<file path="src/rtl/mem_access_unit.sv">
// -----------------------------------------------------------------------------
// mem_access_unit
//
// MEM-stage initiator for a word-wide data memory. Accepts one RISC-V
// load/store request at a time (lb/lh/lw/lbu/lhu/sb/sh/sw) and turns it into
// word accesses on the memory port. Sub-word stores are done as
// read-modify-write (read old word, merge lane, write word back). Misaligned,
// out-of-range and illegal requests complete with resp_err and never touch
// memory.
//
// Ports
//   clk, rst_n      clock (posedge), asynchronous active-low reset
//   req_valid       request present
//   req_ready       high only while idle; request taken on valid & ready
//   req_we          1 = store, 0 = load
//   req_funct3      RISC-V width/sign code (000 b, 001 h, 010 w, 100 bu, 101 hu)
//   req_addr        byte address
//   req_wdata       store data (low byte / half used for sb / sh)
//   resp_valid      one-cycle completion pulse
//   resp_rdata      extended load result; 0 for stores and errors; held
//   resp_err        error flag qualified by resp_valid; held
//   MemRead         memory read enable (memory read is combinational)
//   MemWrite        memory write enable (memory writes on posedge)
//   addr            word-aligned memory address
//   write_data      word written while MemWrite = 1, 0 otherwise
//   read_data       word from memory, valid while MemRead = 1
// -----------------------------------------------------------------------------
module mem_access_unit #(
    parameter int unsigned MEM_BYTES = 1024
) (
    input  logic        clk,
    input  logic        rst_n,
    input  logic        req_valid,
    output logic        req_ready,
    input  logic        req_we,
    input  logic [2:0]  req_funct3,
    input  logic [31:0] req_addr,
    input  logic [31:0] req_wdata,
    output logic        resp_valid,
    output logic [31:0] resp_rdata,
    output logic        resp_err,
    output logic        MemRead,
    output logic        MemWrite,
    output logic [31:0] addr,
    output logic [31:0] write_data,
    input  logic [31:0] read_data
);

    typedef enum logic [1:0] {
        S_IDLE = 2'd0,
        S_RD   = 2'd1,
        S_WR   = 2'd2,
        S_RESP = 2'd3
    } state_t;

    localparam logic [2:0] F3_B  = 3'b000;
    localparam logic [2:0] F3_H  = 3'b001;
    localparam logic [2:0] F3_W  = 3'b010;
    localparam logic [2:0] F3_BU = 3'b100;
    localparam logic [2:0] F3_HU = 3'b101;

    localparam logic [31:0] ADDR_LIMIT = 32'(MEM_BYTES);

    // -------------------------------------------------------------------------
    // Request classification helpers
    // -------------------------------------------------------------------------

    // A request is rejected when its width code is unknown, it is misaligned
    // for its width, it is an unsigned store, or it falls outside memory.
    function automatic logic req_is_bad(input logic        we,
                                        input logic [2:0]  f3,
                                        input logic [31:0] a);
        logic bad;
        bad = 1'b0;
        case (f3)
            F3_B, F3_BU: bad = 1'b0;
            F3_H, F3_HU: bad = a[0];
            F3_W:        bad = |a[1:0];
            default:     bad = 1'b1;
        endcase
        // Stores have no signedness; 100/101 are load-only encodings.
        if (we && f3[2]) bad = 1'b1;
        if (a >= ADDR_LIMIT) bad = 1'b1;
        return bad;
    endfunction

    // Pick the addressed byte/half out of a memory word and extend it.
    function automatic logic [31:0] load_extract(input logic [2:0]  f3,
                                                 input logic [1:0]  lane,
                                                 input logic [31:0] word);
        logic [31:0] shifted;
        logic [7:0]  b;
        logic [15:0] h;
        logic [31:0] res;
        shifted = word >> {lane, 3'b000};
        b       = shifted[7:0];
        h       = lane[1] ? word[31:16] : word[15:0];
        case (f3)
            F3_B:    res = {{24{b[7]}}, b};
            F3_BU:   res = {24'd0, b};
            F3_H:    res = {{16{h[15]}}, h};
            F3_HU:   res = {16'd0, h};
            default: res = word;
        endcase
        return res;
    endfunction

    // Build the word to write back: the new byte/half replaces its lane in
    // the previously read word; a full-word store ignores the old word.
    function automatic logic [31:0] store_merge(input logic [1:0]  size,
                                                input logic [1:0]  lane,
                                                input logic [31:0] old_word,
                                                input logic [31:0] wd);
        logic [31:0] merged;
        merged = old_word;
        case (size)
            2'b00: merged[{lane, 3'b000} +: 8] = wd[7:0];
            2'b01: begin
                if (lane[1]) merged[31:16] = wd[15:0];
                else         merged[15:0]  = wd[15:0];
            end
            default: merged = wd;
        endcase
        return merged;
    endfunction

    // -------------------------------------------------------------------------
    // State and latched request
    // -------------------------------------------------------------------------
    state_t      state;
    state_t      next_state;

    logic        r_we;
    logic [2:0]  r_funct3;
    logic [31:0] r_addr;
    logic [31:0] r_wdata;
    logic [31:0] r_old_word;

    logic        accept;
    logic        accept_bad;
    logic [31:0] word_addr;

    assign accept     = req_valid && (state == S_IDLE);
    assign accept_bad = req_is_bad(req_we, req_funct3, req_addr);
    assign word_addr  = {r_addr[31:2], 2'b00};

    // -------------------------------------------------------------------------
    // FSM: state register
    // -------------------------------------------------------------------------
    // NOTE: sequential state is assigned with <= so every flop samples the
    // values from before the edge, regardless of block evaluation order.
    always_ff @(posedge clk or negedge rst_n) begin
        if (!rst_n) state <= S_IDLE;
        else        state <= next_state;
    end

    // -------------------------------------------------------------------------
    // FSM: next-state logic
    // -------------------------------------------------------------------------
    // NOTE: next_state gets a default before the case so no path leaves it
    // unassigned, which would otherwise infer a latch.
    always_comb begin
        next_state = state;
        case (state)
            S_IDLE: begin
                if (accept) begin
                    if (accept_bad)
                        next_state = S_RESP;
                    else if (!req_we)
                        next_state = S_RD;
                    else if (req_funct3 == F3_W)
                        next_state = S_WR;
                    else
                        next_state = S_RD;   // sb/sh read the old word first
                end
            end
            S_RD:    next_state = r_we ? S_WR : S_RESP;
            S_WR:    next_state = S_RESP;
            S_RESP:  next_state = S_IDLE;
            default: next_state = S_IDLE;
        endcase
    end

    // -------------------------------------------------------------------------
    // FSM: outputs
    // -------------------------------------------------------------------------
    always_comb begin
        req_ready  = 1'b0;
        resp_valid = 1'b0;
        MemRead    = 1'b0;
        MemWrite   = 1'b0;
        addr       = '0;
        write_data = '0;
        case (state)
            S_IDLE: req_ready = 1'b1;
            S_RD: begin
                MemRead = 1'b1;
                addr    = word_addr;
            end
            S_WR: begin
                MemWrite   = 1'b1;
                addr       = word_addr;
                write_data = store_merge(r_funct3[1:0], r_addr[1:0],
                                         r_old_word, r_wdata);
            end
            S_RESP:  resp_valid = 1'b1;
            default: ;
        endcase
    end

    // -------------------------------------------------------------------------
    // Request capture: the request is frozen at accept so later changes on
    // req_* cannot disturb an operation in flight.
    // -------------------------------------------------------------------------
    always_ff @(posedge clk or negedge rst_n) begin
        if (!rst_n) begin
            r_we     <= 1'b0;
            r_funct3 <= '0;
            r_addr   <= '0;
            r_wdata  <= '0;
        end else if (accept) begin
            r_we     <= req_we;
            r_funct3 <= req_funct3;
            r_addr   <= req_addr;
            r_wdata  <= req_wdata;
        end
    end

    // Old word for read-modify-write stores, taken at the end of RD.
    always_ff @(posedge clk or negedge rst_n) begin
        if (!rst_n)                    r_old_word <= '0;
        else if (state == S_RD && r_we) r_old_word <= read_data;
    end

    // -------------------------------------------------------------------------
    // Response registers. Updated only on the edge that enters RESP so the
    // previous result stays visible until the next completion. Errors are
    // the only path that enters RESP straight from IDLE.
    // -------------------------------------------------------------------------
    always_ff @(posedge clk or negedge rst_n) begin
        if (!rst_n) begin
            resp_rdata <= '0;
            resp_err   <= 1'b0;
        end else if (state != S_RESP && next_state == S_RESP) begin
            resp_err   <= (state == S_IDLE);
            resp_rdata <= (state == S_RD && !r_we)
                          ? load_extract(r_funct3, r_addr[1:0], read_data)
                          : '0;
        end
    end

endmodule

</file>
<file path="config.mk">
export PLATFORM = sky130hd
export DESIGN_NAME = mem_access_unit
export DESIGN_NICKNAME = d
export VERILOG_FILES = /design/src/rtl/mem_access_unit.sv
export SDC_FILE = /design/constraint.sdc
export NUM_CORES = 1
export LEC_CHECK = 0
export ABC_AREA = 0
export BUFFER_PORTS_ARGS = -buffer_cell sky130_fd_sc_hd__clkbuf_2
export CAP_MARGIN = 25
export CORE_MARGIN = 8
export CORE_UTILIZATION = 57
export DETAILED_ROUTE_END_ITERATION = 6
export GPL_ROUTABILITY_DRIVEN = 1
export PLACE_DENSITY_LB_ADDON = 0.1
export REMOVE_ABC_BUFFERS = 1
export SETUP_SLACK_MARGIN = 0.02
export SLEW_MARGIN = 0
export SYNTH_ARGS = -nofsm -noshare
export SYNTH_HDL_FRONTEND = slang
export SYNTH_SLANG_ARGS = --single-unit
</file>
<file path="constraint.sdc">
create_clock -name clk -period 5.57 [get_ports clk]
set_input_delay 1.114 -clock clk [delete_from_list [all_inputs] [get_ports clk]]
set_output_delay 1.114 -clock clk [all_outputs]
set_load 0.05 [all_outputs]
</file>
; Word-level counts from Yosys, hierarchy flattened
; Index checks and enable logic that the tools add are counted.
; Widths: inputs -> output; s select.
[totals]
register_bits = 135
input_bits = 103
elab_cells = 62
out_inout_bits = 101
[classes]
magnitude_cmp = 1
n_shift = 3
muxes = 22
n_eq_ne = 13
n_addsub = 1
n_reduce_logical = 14
[op_table]
columns = operator, n
row1 = $pmux 32 s4, 1
row2 = $mux 32, 3
row3 = $pmux 32 s2, 1
row4 = $mux 16, 3
row5 = $bwmux 32, 1
row6 = $ge 32x11->1 const B, 1
row7 = $shift 8x7->32 const A, 1
row8 = $shiftx 8x7->32, 1
row9 = $shr 32x5->8, 1
row10 = $eq 3x3->1 const B, 4
row11 = $mux 2, 4
row12 = $pmux 2 s4, 1
row13 = $reduce_or 2->1, 4
row14 = $mux 1, 7
row15 = $neg 5->7, 1
row16 = $eq 2x2->1 const B, 3
row17 = $eq 3x1->1 const B, 2
row18 = $logic_not 3->1, 2
row19 = $logic_and 1x1->1, 5
row20 = $eq 2x1->1 const B, 2
row21 = $logic_not 2->1, 2
row22 = $eq 3x2->1 const B, 1
row23 = $pmux 1 s3, 1
row24 = $ne 2x2->1 const B, 1
row25 = $logic_not 1->1, 1

; Logic depth before layout (Yosys ltp)
[depth]
word_depth = 10
mapped_depth = 9
mapped_depth_nobuf = 7

; Least setup slack after synthesis
; OpenSTA, ideal clock, no wires.
[synth_path]
kind = reg-to-output
from = register r_addr[0]
to = output port write_data[30]
required_time_ns = 4.456
path_stages_with_launch = 10
slack_ns = 1.784
t_arrival_ns = 2.672
n_path_buf = 2
cell_sequence = dfrtp_1 clkbuf_1 inv_1 ha_1 nor4bb_1 clkbuf_1 a221oi_1 a211oi_1 a21oi_1 nor2b_1
[synth_between]
elab_chain_cells = 5
word_cells_on_any_way = 6
cone_classes = add/sub (1) / shift (2) / mux (3)
[synth_lines]
columns = item, line
row1 = from (decl), 135  ; logic [31:0] r_addr;
row2 = from (signal assigned), 224  ; r_addr <= req_addr;
row3 = $neg 5->7 (*), 117  ; 2'b00: merged[{lane, 3'b000} +: 8] = wd[7:0];
row4 = $shiftx 8x7->32 / $shift 8x7->32 (equally long branches), 117
row5 = $bwmux 32 (*), 117
row6 = $pmux 32 s2 (*), 116  ; case (size)
row7 = $mux 32 (*), 194  ; case (state)
row8 = to (decl), 45  ; output logic [31:0] write_data,
; Every way passes the cells marked *; elsewhere a longest branch is shown, timed or not.

; Worst setup path after layout
[layout_path]
from = register r_addr[0]
to = output port write_data[20]
; Same word-level chain as after synthesis.

==> metrics.md <==
| Metric | Value |
|---|---|
| CTS clk-pin slew, worst paths | `0.06 ns` |
| Ant. Diodes | `0` |
| Commonest non-fill, non-tap cell in the layout | `clkbuf_2` |
| Drc violations | `0` |
| Post-synth cell types | `49` |
| Max FO, Critical Path | `12` |
| IO buf count | `201` |
| Worst-Margin Slew | `1.191 ns` |
| Min cycle time layout | `4.341 ns` |
| Vias in the first global route | `6,337` |
| Ports | `204` |
| Mean Syn Cell Area | `11.52 um2` |
| Post-CTS sizing | `0` |
| Number of synthesized flops with an enable pin | `0` |
| Layout cells sized above 1 | `46.68%` |
| Max cap viols | `0` |
| Final Skew | `0.004217 ns` |
| Die area | `16,560 um2` |
| WL final | `20,840 um` |
| Final nets | `928` |
| Utilization after layout | `71.87%` |
| Asr flop ratio synth | `100.0%` |
| Commonest non-fill, non-tap cells in the layout | `clkbuf_2, dfrtp_1, mux2_2` |
| Starting Density | `57.81%` |
| 1st-pass router iterations | `6` |
| Vias per inst | `5.922` |
| Slew Viols, Final | `0` |
| Fill count | `951` |
| Die W | `128.7 um` |
| Setup violations, final | `0` |
| FF-to-FF path depth | `8` |
| Maximum VDD drop | `0.5807 mV` |
| CP arrival | `3.23 ns` |
| CTS sink cnt | `135` |
| Clock Latency Late Sink | `0.42 ns` |
| TNS Setup | `0 ns` |
| DRT iter0 DRCs | `571` |
| P&R area growth vs syn | `24.33%` |
| Startpoint Class | `flop` |
| Die H | `128.7 um` |
| Synth Register Bits | `135` |
| First-pass GRT wire length | `32,680 um` |
| P_leak | `0.004300 uW` |
| GRT Resource Usage Total | `25.35%` |
| Post-CTS setup buffer count | `0` |
| Avg WL per Cell | `20.82 um` |
| GR Overflow Total | `0` |
| Hold Path Stages | `1` |
| CTS tree | `built` |
| RSZ-0062 raised after global routing | `false` |
| Fmax | `230.4 MHz` |
| Mapped Area | `7236 um2` |
| Hold buffer count at CTS | `0` |
| Max Root-Sink Buffers | `2` |
| Core Area | `12,520 um2` |
| Syn Inst Count | `628` |
| Largest net degree at the start of global routing | `82` |
| CTS root buf | `clkbuf_16` |
| Kind of critical path | `reg -> out` |
| Via Count | `5,928` |
| Initial antenna violation count | `0` |
| Row Count | `41` |
| Status | `completed` |
| Gpl congestion | `0.9302` |
| HP Class | `reg -> reg` |
| Final HPWL DP | `14,800 um` |
| Slew Limit Headroom | `20.01%` |
| DRT antenna net count | `0` |
| Hold Fails Final Rpt | `0` |
| Register area share after synthesis | `46.69%` |
| Synth Flop Type | `dfrtp_1` |
| Reg-to-reg setup timing slack | `2.47 ns` |
| Power density cells | `756.9 nW/um2` |
| Crit share post-route | `77.93%` |
| CTS H-tree depth | `4` |
| Critical path capture point type | `primary output` |
| Cts bufs inserted | `17` |
| Worst endpoint required time | `4.46 ns` |
| Synth warn | `0` |
## kinds of logic after synthesis
family	share of synthesized area, %
AOI/OAI and AO/OA	14.34
adders and majority gates	1.556
buffers and inverters	3.528
DFF	46.69
muxes	22.64
other	0.05183
and+or+nand+nor	11.21
## stage by stage
| step | power [uW] | area [um2] | worst slack (ns) | hold slack [ns] | std cells |
|---|---|---|---|---|---|
| 2_1_floorplan | 4631 | 7041 | 0.8190 | 0.4708 | 586 |
| 3_3_place_gp | 5476 | 8332 | 1.874 | 0.4784 | 967 |
| 3_5_place_dp | 5590 | 8332 | 1.810 | 0.4861 | 967 |
| 4_1_cts | 6782 | 8951 | 1.358 | 0.4988 | 999 |
| 5_1_grt | 7170 | 8996 | 1.133 | 0.5082 | 1001 |
| 6_report | 6809 | 8996 | 1.229 | 0.4993 | 1001 |
## Yosys cell counts (17+ instances only)
cell type	count	area, um2
a21oi_1	28	140.1
mux2_2	112	1261
nand2b_1	19	118.9
nor2b_1	27	168.9
o21ai_0	21	105.1
a221oi_1	17	148.9
dfrtp_1	135	3378
nand2_1	22	82.58
nor2_1	28	105.1
and2_1	32	200.2
clkbuf_1	22	82.58
mux2i_1	17	170.2
## metal layers
metal	vias to the layer above	GRT usage, %	part of all wire [%]	routed length (um)
met4	0	9.191	2.2	465
met1	2938	30.36	41	8574
met3	38	8.357	8.4	1745
met5	-	0	0	0
met2	263	41.84	48	10050
li1	2689	-	-	-
## area by class of cell
cell class                      count  area (um2)  share of cell area [%]
Clock inverter                      8       117.6                   1.307
Tap cell                          172       215.2                   2.392
Timing Repair Buffer              211        1117                   12.42
Inverter                           15       56.30                  0.6259
Clock buffer                       24       501.7                   5.577
Sequential cell                   135        3379                   37.57
Multi-Input combinational cell    436        3608                   40.11
## registers in the layout, indices dropped and copies added, names as in the netlist
signal / count
r_wdata: 32
r_we: 1
r_addr: 32
r_old_word: 32
resp_rdata: 32
resp_err: 1
state: 2
r_funct3: 3
## worst paths after layout
kind                                 from             end
max reg2reg                      state[1]  resp_rdata[16]
min reg2reg                resp_rdata[12]  resp_rdata[12]
min in group asynchronous           rst_n     r_wdata[20]
max in group asynchronous           rst_n  resp_rdata[29]
min                        resp_rdata[12]  resp_rdata[12]
max                             r_addr[0]  write_data[20]
## power by group
part	leakage [uW]	total (uW)	internal, uW	switching, uW
Sequential	0.00165	1830	1420	415
Combinational	0.00234	3810	1330	2480
Clock	0.000306	1170	760	407
Total	0.00430	6810	3500	3300
## worst max-delay path, stage by stage (launching register included)
cell and delay, ns:
dfrtp_1 0.55, inv_1 0.14, ha_1 0.38, nand2_1 0.06, nor3_1 0.90, a221o_1 0.29, a22oi_1 0.07, nor2b_1 0.12
clkbuf_2 0.28
Note: power is estimated with default switching activity, not from simulation.
